--- src/rtl/fetch_sequencer_if.sv ---
// Fetch sequencer bus bundle: decode-side handshake, redirect input, and instruction-memory port.
// The master modport is the sequencer; the slave modport is the surrounding core/memory.
interface fetch_sequencer_if;
    localparam int unsigned XLEN = 16;

    logic            stall;
    logic            redirect;
    logic [XLEN-1:0] redirect_pc;
    logic            imem_req;
    logic [XLEN-1:0] imem_addr;
    logic            imem_ready;
    logic [XLEN-1:0] imem_data;
    logic            inst_valid;
    logic [XLEN-1:0] inst;
    logic [XLEN-1:0] inst_pc;
    logic [XLEN-1:0] pc_plus2;
    logic            halted;

    modport master (
        input  stall, redirect, redirect_pc, imem_ready, imem_data,
        output imem_req, imem_addr, inst_valid, inst, inst_pc, pc_plus2, halted
    );

    modport slave (
        output stall, redirect, redirect_pc, imem_ready, imem_data,
        input  imem_req, imem_addr, inst_valid, inst, inst_pc, pc_plus2, halted
    );
endinterface

--- src/rtl/fetch_sequencer.sv ---
// Instruction fetch sequencer: one outstanding memory request, 2-entry instruction queue,
// branch redirect flush, and HLT drain/halt handling.
module fetch_sequencer (
    input  logic              clk,
    input  logic              rst,
    fetch_sequencer_if.master bus
);
    localparam int unsigned XLEN  = 16;
    localparam int unsigned DEPTH = 2;

    typedef enum logic [1:0] {
        FETCH  = 2'd0,
        DRAIN  = 2'd1,
        HALTED = 2'd2
    } state_t;

    // Each entry carries its own pc+2 so the head outputs come straight from flops.
    typedef struct packed {
        logic [XLEN-1:0] word;
        logic [XLEN-1:0] pc;
        logic [XLEN-1:0] pc2;
    } entry_t;

    localparam entry_t RESET_ENTRY = '{word: '0, pc: '0, pc2: XLEN'(2)};

    state_t          state;
    logic [XLEN-1:0] fetch_pc;
    logic            outstanding;
    logic            halted;
    entry_t          q [DEPTH];
    logic [1:0]      q_valid;

    logic [1:0] count;
    logic [1:0] count_next;
    logic       push;
    logic       pop;
    logic       hlt_data;
    logic       hlt_head;
    logic       launch;
    entry_t     new_entry;

    always_comb begin
        count      = 2'(q_valid[0]) + 2'(q_valid[1]);
        pop        = q_valid[0] & ~bus.stall;
        push       = outstanding & bus.imem_ready & ~bus.redirect;
        hlt_data   = (bus.imem_data[XLEN-1:XLEN-4] == 4'hF);
        hlt_head   = (q[0].word[XLEN-1:XLEN-4] == 4'hF);
        count_next = count + 2'(push) - 2'(pop);
        launch     = (state == FETCH) && !(push && hlt_data) && !bus.redirect
                     && (!outstanding || bus.imem_ready) && (count_next < 2'd2);
        new_entry  = '{word: bus.imem_data, pc: fetch_pc, pc2: fetch_pc + XLEN'(2)};
    end

    always_ff @(posedge clk) begin
        if (rst) begin
            state       <= FETCH;
            fetch_pc    <= '0;
            outstanding <= 1'b0;
            halted      <= 1'b0;
            q_valid     <= '0;
            q[0]        <= RESET_ENTRY;
            q[1]        <= RESET_ENTRY;
        end else if (state != HALTED) begin
            if (bus.redirect) begin
                state       <= FETCH;
                fetch_pc    <= bus.redirect_pc & ~XLEN'(1);
                outstanding <= 1'b0;
                q_valid     <= '0;
            end else begin
                outstanding <= launch | (outstanding & ~bus.imem_ready);
                if (push) begin
                    fetch_pc <= fetch_pc + XLEN'(2);
                end

                // Shift on pop; a push lands in the slot just past the surviving entries.
                if (pop) begin
                    q[0] <= q[1];
                end
                if (push) begin
                    if (count_next == 2'd2) begin
                        q[1] <= new_entry;
                    end else begin
                        q[0] <= new_entry;
                    end
                end
                q_valid <= (count_next == 2'd2) ? 2'b11 :
                           (count_next == 2'd1) ? 2'b01 : 2'b00;

                case (state)
                    FETCH: begin
                        if (push && hlt_data) begin
                            state <= DRAIN;
                        end
                    end
                    DRAIN: begin
                        if (pop && hlt_head) begin
                            state   <= HALTED;
                            halted  <= 1'b1;
                            q_valid <= '0;
                        end
                    end
                    default: ;
                endcase
            end
        end
    end

    assign bus.imem_req   = outstanding;
    assign bus.imem_addr  = fetch_pc;
    assign bus.inst_valid = q_valid[0];
    assign bus.inst       = q[0].word;
    assign bus.inst_pc    = q[0].pc;
    assign bus.pc_plus2   = q[0].pc2;
    assign bus.halted     = halted;
endmodule

--- src/flat_wrapper.sv ---
// flat-port wrapper written by rule: the top's interface ports become plain ports
module fetch_sequencer_flat 
  (clk, rst, bus_stall, bus_redirect, bus_redirect_pc, bus_imem_ready, bus_imem_data, bus_imem_req, bus_imem_addr, bus_inst_valid, bus_inst, bus_inst_pc, bus_pc_plus2, bus_halted);
  fetch_sequencer_if bus_i ();
  input  logic clk;
  input  logic rst;
  input wire logic [$bits(bus_i.stall)-1:0] bus_stall;
  input wire logic [$bits(bus_i.redirect)-1:0] bus_redirect;
  input wire logic [$bits(bus_i.redirect_pc)-1:0] bus_redirect_pc;
  input wire logic [$bits(bus_i.imem_ready)-1:0] bus_imem_ready;
  input wire logic [$bits(bus_i.imem_data)-1:0] bus_imem_data;
  output wire logic [$bits(bus_i.imem_req)-1:0] bus_imem_req;
  output wire logic [$bits(bus_i.imem_addr)-1:0] bus_imem_addr;
  output wire logic [$bits(bus_i.inst_valid)-1:0] bus_inst_valid;
  output wire logic [$bits(bus_i.inst)-1:0] bus_inst;
  output wire logic [$bits(bus_i.inst_pc)-1:0] bus_inst_pc;
  output wire logic [$bits(bus_i.pc_plus2)-1:0] bus_pc_plus2;
  output wire logic [$bits(bus_i.halted)-1:0] bus_halted;
  assign bus_i.stall = bus_stall;
  assign bus_i.redirect = bus_redirect;
  assign bus_i.redirect_pc = bus_redirect_pc;
  assign bus_i.imem_ready = bus_imem_ready;
  assign bus_i.imem_data = bus_imem_data;
  assign bus_imem_req = bus_i.imem_req;
  assign bus_imem_addr = bus_i.imem_addr;
  assign bus_inst_valid = bus_i.inst_valid;
  assign bus_inst = bus_i.inst;
  assign bus_inst_pc = bus_i.inst_pc;
  assign bus_pc_plus2 = bus_i.pc_plus2;
  assign bus_halted = bus_i.halted;
  fetch_sequencer u_core (.clk(clk), .rst(rst), .bus(bus_i));
endmodule
--- config.mk ---
export PLATFORM = sky130hd
export DESIGN_NAME = fetch_sequencer_flat
export DESIGN_NICKNAME = d
export VERILOG_FILES = /design/src/rtl/fetch_sequencer_if.sv /design/src/rtl/fetch_sequencer.sv /design/src/flat_wrapper.sv
export SDC_FILE = /design/constraint.sdc
export NUM_CORES = 1
export LEC_CHECK = 0
export ABC_AREA = 0
export BUFFER_PORTS_ARGS = -buffer_cell sky130_fd_sc_hd__buf_2
export CAP_MARGIN = 15
export CORE_ASPECT_RATIO = 1.25
export CORE_UTILIZATION = 59
export CTS_CLUSTER_SIZE = 8
export DETAILED_ROUTE_END_ITERATION = 12
export PLACE_DENSITY_LB_ADDON = 0.25
export SYNTH_ARGS = -nofsm -noshare
export SYNTH_HDL_FRONTEND = slang
export SYNTH_SLANG_ARGS = --single-unit
--- constraint.sdc ---
create_clock -name clk -period 9.4 [get_ports clk]
set_input_delay 0.47 -clock clk [delete_from_list [all_inputs] [get_ports clk]]
set_output_delay 0.47 -clock clk [all_outputs]
set_load 0.05 [all_outputs]
# Yosys cells after proc, flatten, opt, wreduce, memory -nomap -nowiden

Memory sizes are Yosys's and may differ from the RTL's.
Index checks and enable logic that the tools add are counted.

Latch bits: 0
Output and inout bits: 67
Register bits: 22
Bits in writable memories: 96
ROM bits: 0
Word-level logic and storage cells: 80
Memories kept: 1
Input port bits: 37

Memory list:

| memory   | depth | bits a word | read ports | clocked after Yosys merged registers in | write ports | RTL line              | RTL |
|---|---|---|---|---|---|---|---|
| u_core.q | 2     | 48          | 2          | 0                                       | 2           | fetch_sequencer.sv:30 | `entry_t q [DEPTH];` |

Multiply operators: 0
$add $sub $neg: 4
Shift operators: 0
Eq/ne operators: 8
Divide/modulo/power cells: 0
Reduce and logical (&&, ||, !) cells: 16
Bitwise logic cells: 11
Magnitude comparators: 1
Mux-type cells: 34

Operators with widths:

| cell                                                | number |
|---|---|
| 2-to-1 mux 48 bit                                   | 3 |
| 2-to-1 mux 16 bit                                   | 2 |
| 2-to-1 mux 1 bit                                    | 21 |
| adder 16 x 2 -> 16 bit, second input constant       | 1 |
| 2-to-1 mux 2 bit                                    | 7 |
| equality test 4 bit, second input constant          | 2 |
| AND reduction 4 bit                                 | 2 |
| logical AND 1 bit                                   | 6 |
| AND 1 bit                                           | 4 |
| equality test 2 x 1 -> 1 bit, second input constant | 2 |
| bitwise OR 1 bit                                    | 4 |
| case mux 2 bit (2 select lines)                     | 1 |
| logical NOT 1 bit                                   | 3 |
| != test 3 x 2 -> 1 bit, second input constant       | 1 |
| != test 3 bit, second input constant                | 1 |
| NOT 1 bit                                           | 3 |
| nonzero test 3 bit                                  | 1 |
| adder 1 x 1 -> 2 bit                                | 1 |
| adder 2 x 1 -> 2 bit                                | 1 |
| equality test 2 bit, second input constant          | 1 |
| logical NOT 2 bit                                   | 1 |
| < comparator 2 bit, second input constant           | 1 |
| != test 2 bit, second input constant                | 1 |
| AND reduction 2 bit                                 | 1 |
| 3 further kinds                                     | 3 |

# Depth between registers and ports, before layout

Depth in word-level cells: 12
Gate-level depth with buffers: 10
Mapped depth without buffers: 8

# Worst setup path after synthesis

Ideal clock, no wire load.

Path type: reg-to-reg
Start: register u_core.outstanding (netlist: u_core.bus.imem_req)
End: memory u_core.q[0][10] (netlist bit), enable pin
Data arrival time: 2.807 ns
Path buffers: 1
Period minus slack after synthesis: 3.385 ns
Stages on the path, launching flop included: 8
Required time: 8.822 ns
Slack: 6.015 ns
Setup time: 0.578 ns
Cell sequence: dfxtp_1 -> nand3b_4 -> fa_1 -> ha_1 -> inv_1 -> nand2b_4 -> buf_2 -> nand2_1

RTL lines:

| what                     | RTL line              | RTL |
|---|---|---|
| start: declaration       | fetch_sequencer.sv:28 | `logic outstanding;` |
| start signal: assignment | fetch_sequencer.sv:70 | `outstanding <= launch \| (outstanding & ~bus.imem_ready);` |
| end: declaration         | fetch_sequencer.sv:30 |  |

==> flow_metrics.tcl <==
set metrics [dict create \
    status "completed" \
    fp.dieH_um 107 \
    cts_setup_buffers 0 \
    cts_max_level 4 \
    max_freq_mhz 332 \
    switching_share_pct 23.4 \
    synthArstFlopShare_pct 0 \
    slew_violations 0 \
    total_power_uw 1360 \
    post-route-min-period_ps 3010 \
    final_area_sq_mm 0.00626 \
    critPathSlowestCell "o21ai_1" \
    cts_resized 0 \
    crit_path_max_fanout 35 \
    grt_pass1_vias 3540 \
    synthCells 418 \
    worstPathArrival_ps 3270 \
    ys_seq_elements 114 \
    synth_commonest_cells "edfxtp_1, a22o_1, and2_1" \
    hold_violations 0 \
    clock_latency_ps 520 \
    cts_made_buffers 17 \
    drt_iter0_markers 311 \
    multi_input_area_sq_mm 0.00170 \
    vias 3639 \
    fillCellCount 642 \
    drive_above_1_share_pct 29.4 \
    instances_no_fill 627 \
    ctsHoldBuffers 0 \
    hpwl_um 7070 \
    place.port_buffers 101 \
    grt_pass1_wl_um 17600 \
    antennaDiodeCount 0 \
    netlist_area_sq_mm 0.00522 \
    die_area_sq_mm 0.00923 \
    drt-total-wl_um 11200 \
    yosysMostFrequentCell "edfxtp_1" \
    vias_per_cell 5.80 \
    start_util_pct 60.3 \
    required_ps 9650 \
    drtPass1Iterations 5 \
    path_buf_inv 3 \
    yosysWarnings 0 \
    cts_sinks 114 \
    clkPwrFrac_pct 48.8 \
    grt_overflow_total 0 \
    area_delta_synth_final_pct 20.0 \
    ys_types 59 \
    setup_viol 0 \
    rows 38 \
    seqCellArea_sq_mm 0.00321 \
    netlist.area_leader.share_pct 53.5 \
    place_worst_setup_slack_ps 5780 \
    slowest_delay_ps 660 \
    place_inst 594 \
    grt_max_degree 48 \
    ys_top_cells_by_area "edfxtp_1, dfxtp_1, a22o_1" \
    power.density_mw_per_mm2 217 \
    grt_usage_pct 25.9 \
    fp.dieW_um 86.1 \
    cp_common_cell "nor2_1" \
    io_pins 104 \
    synth_edf_count 93 \
    layout_setup_ws_ps 6390 \
    maxCapViolations 0 \
    antenna_found_initial 0 \
    p_int_uw 1040 \
    drcViolationCount 0 \
    p_leak_uw 0.00247 \
    cts_tree "yes" \
    avgSynthCellArea_sq_um 12.5 \
    fin_nets 534 \
    combPwrFrac_pct 8.4 \
    critPathKind "primary input to register" \
    p_seq_share_pct 42.8 \
    path_clk_slew_ps 60 \
    gp_congestion 0.875 \
    path_cells "buf_2 > nand3b_4 > fa_1 > ha_1 > inv_1 > nor2_1 > o21ai_1 > buf_4 > nor2_1" \
    drtAntennaViolNets 0 \
    relSlewSlack_pct 26.7 \
    power.switching_uw 319 \
    placed_area_sq_mm 0.00562 \
    cp-end-kind "register" \
    min_path_type "primary input to register" \
    post_drt_wl_per_cell_um 17.8 \
    cts_buffer_depth 2 \
    finalSetupTns_ps 0 \
    synthFlopType "edfxtp_1" \
    startpoint_type "primary input" \
    fin_worst_skew_ps 9.55 \
    ir_drop_uv 127 \
    tightestPinTransition_ps 1100 \
    cts_root_buffer "clkbuf_8" \
    fin_crit_sh_pct 32.0 \
    critPathTopFamily "buffers and inverters" \
    core_sq_mm 0.00865 \
    yosys.area.top_type "edfxtp_1" \
    rsz0062_at_grt "no" \
    synth-seq-area-share_pct 61.6 \
]
[tightest hold or removal path: stages]
cell and delay (ps):
buf_2 80, nand4_1 70, o221ai_1 70
[kinds of logic after synthesis]
group / Yosys count / share of synthesized area, %
AOI/OAI and AO/OA: 93 / 13.6
xor gates and xnor gates: 12 / 2.01
adders and majority gates: 3 / 0.863
buffers and inverters: 58 / 6.11
DFF: 114 / 61.6
muxes: 5 / 0.959
other: 1 / 0.0719
and+or+nand+nor: 132 / 14.8
[flip-flops by register name (all words and copies together), names as in the netlist]
signal	cells
u_core.q_valid	2
u_core.bus.halted	1
u_core.bus.imem_addr	15
u_core.q	93
u_core.state	2
u_core.bus.imem_req	1
[final cells by class]
class | count | share of cell area, %
well taps | 120 | 2.40
clock buffers | 22 | 7.39
inverters | 11 | 0.659
clock inverters | 10 | 2.48
flip-flops and latches | 114 | 51.3
multi-input cells | 247 | 27.1
repair buffers | 103 | 8.63
[power groups by stage]
| stage | Combinational (uW) | Clock, uW | Sequential (uW) |
|---|---|---|---|
| 2_1_floorplan | 59.8 | 0 | 619 |
| 3_3_place_gp | 111 | 0 | 592 |
| 3_5_place_dp | 112 | 0 | 593 |
| 4_1_cts | 113 | 668 | 583 |
| 5_1_grt | 121 | 692 | 585 |
| 6_report | 114 | 664 | 583 |
[cells in the final DEF, fill, tap and decap left out, types with 3 or more instances in the layout]
cell | synthesis | routed
buf_2 | 12 | 101
edfxtp_1 | 93 | 93
a22o_1 | 33 | 33
and2_1 | 30 | 30
nor2_1 | 28 | 28
dfxtp_1 | 21 | 21
nand2_1 | 22 | 20
a21oi_1 | 16 | 16
clkbuf_16 | 0 | 16
o2bb2ai_1 | 13 | 13
nand3_1 | 11 | 11
inv_1 | 10 | 10
o21ai_0 | 7 | 7
nor4_1 | 6 | 6
xnor2_1 | 6 | 6
xor2_1 | 6 | 6
mux2i_1 | 5 | 5
nand4_1 | 5 | 5
nor2b_1 | 4 | 4
a31oi_1 | 4 | 4
nor3_1 | 4 | 4
clkbuf_8 | 0 | 4
bufinv_16 | 0 | 4
clkinv_2 | 0 | 4
o31ai_1 | 3 | 3
[final timing paths]
kind	start	end	slack [ps]	cells past startpoint
setup / recovery	bus_redirect	u_core.q[1][9]$_SDFFCE_PP0P_	6390	9
hold reg to reg	u_core.bus.halted$_SDFFE_PP0P_	u_core.bus.halted$_SDFFE_PP0P_	470	2
setup reg to reg	u_core.bus.imem_req$_SDFFE_PP0N_	u_core.q[1][21]$_SDFFCE_PP0P_	6510	7
hold / removal	bus_redirect_pc[8]	u_core.bus.imem_addr[8]$_SDFFE_PP0P_	210	3
[layer usage]
layer | vias to the layer above | share of wire, % | GRT usage, %
li1 | 1704 | - | -
met2 | 144 | 50 | 40.5
met5 | - | 0 | 0
met3 | 30 | 6.2 | 8.01
met1 | 1761 | 41 | 32.5
met4 | 0 | 2.7 | 13.1
[per-stage QoR]
step,utilization (%),hold WS [ps]
after global placement,64.9,448
after CTS,72.1,193
after global routing,72.4,201
after detailed placement,64.9,459
final,72.4,206
after floorplan,-,449
(Power assumes the default switching activity.)
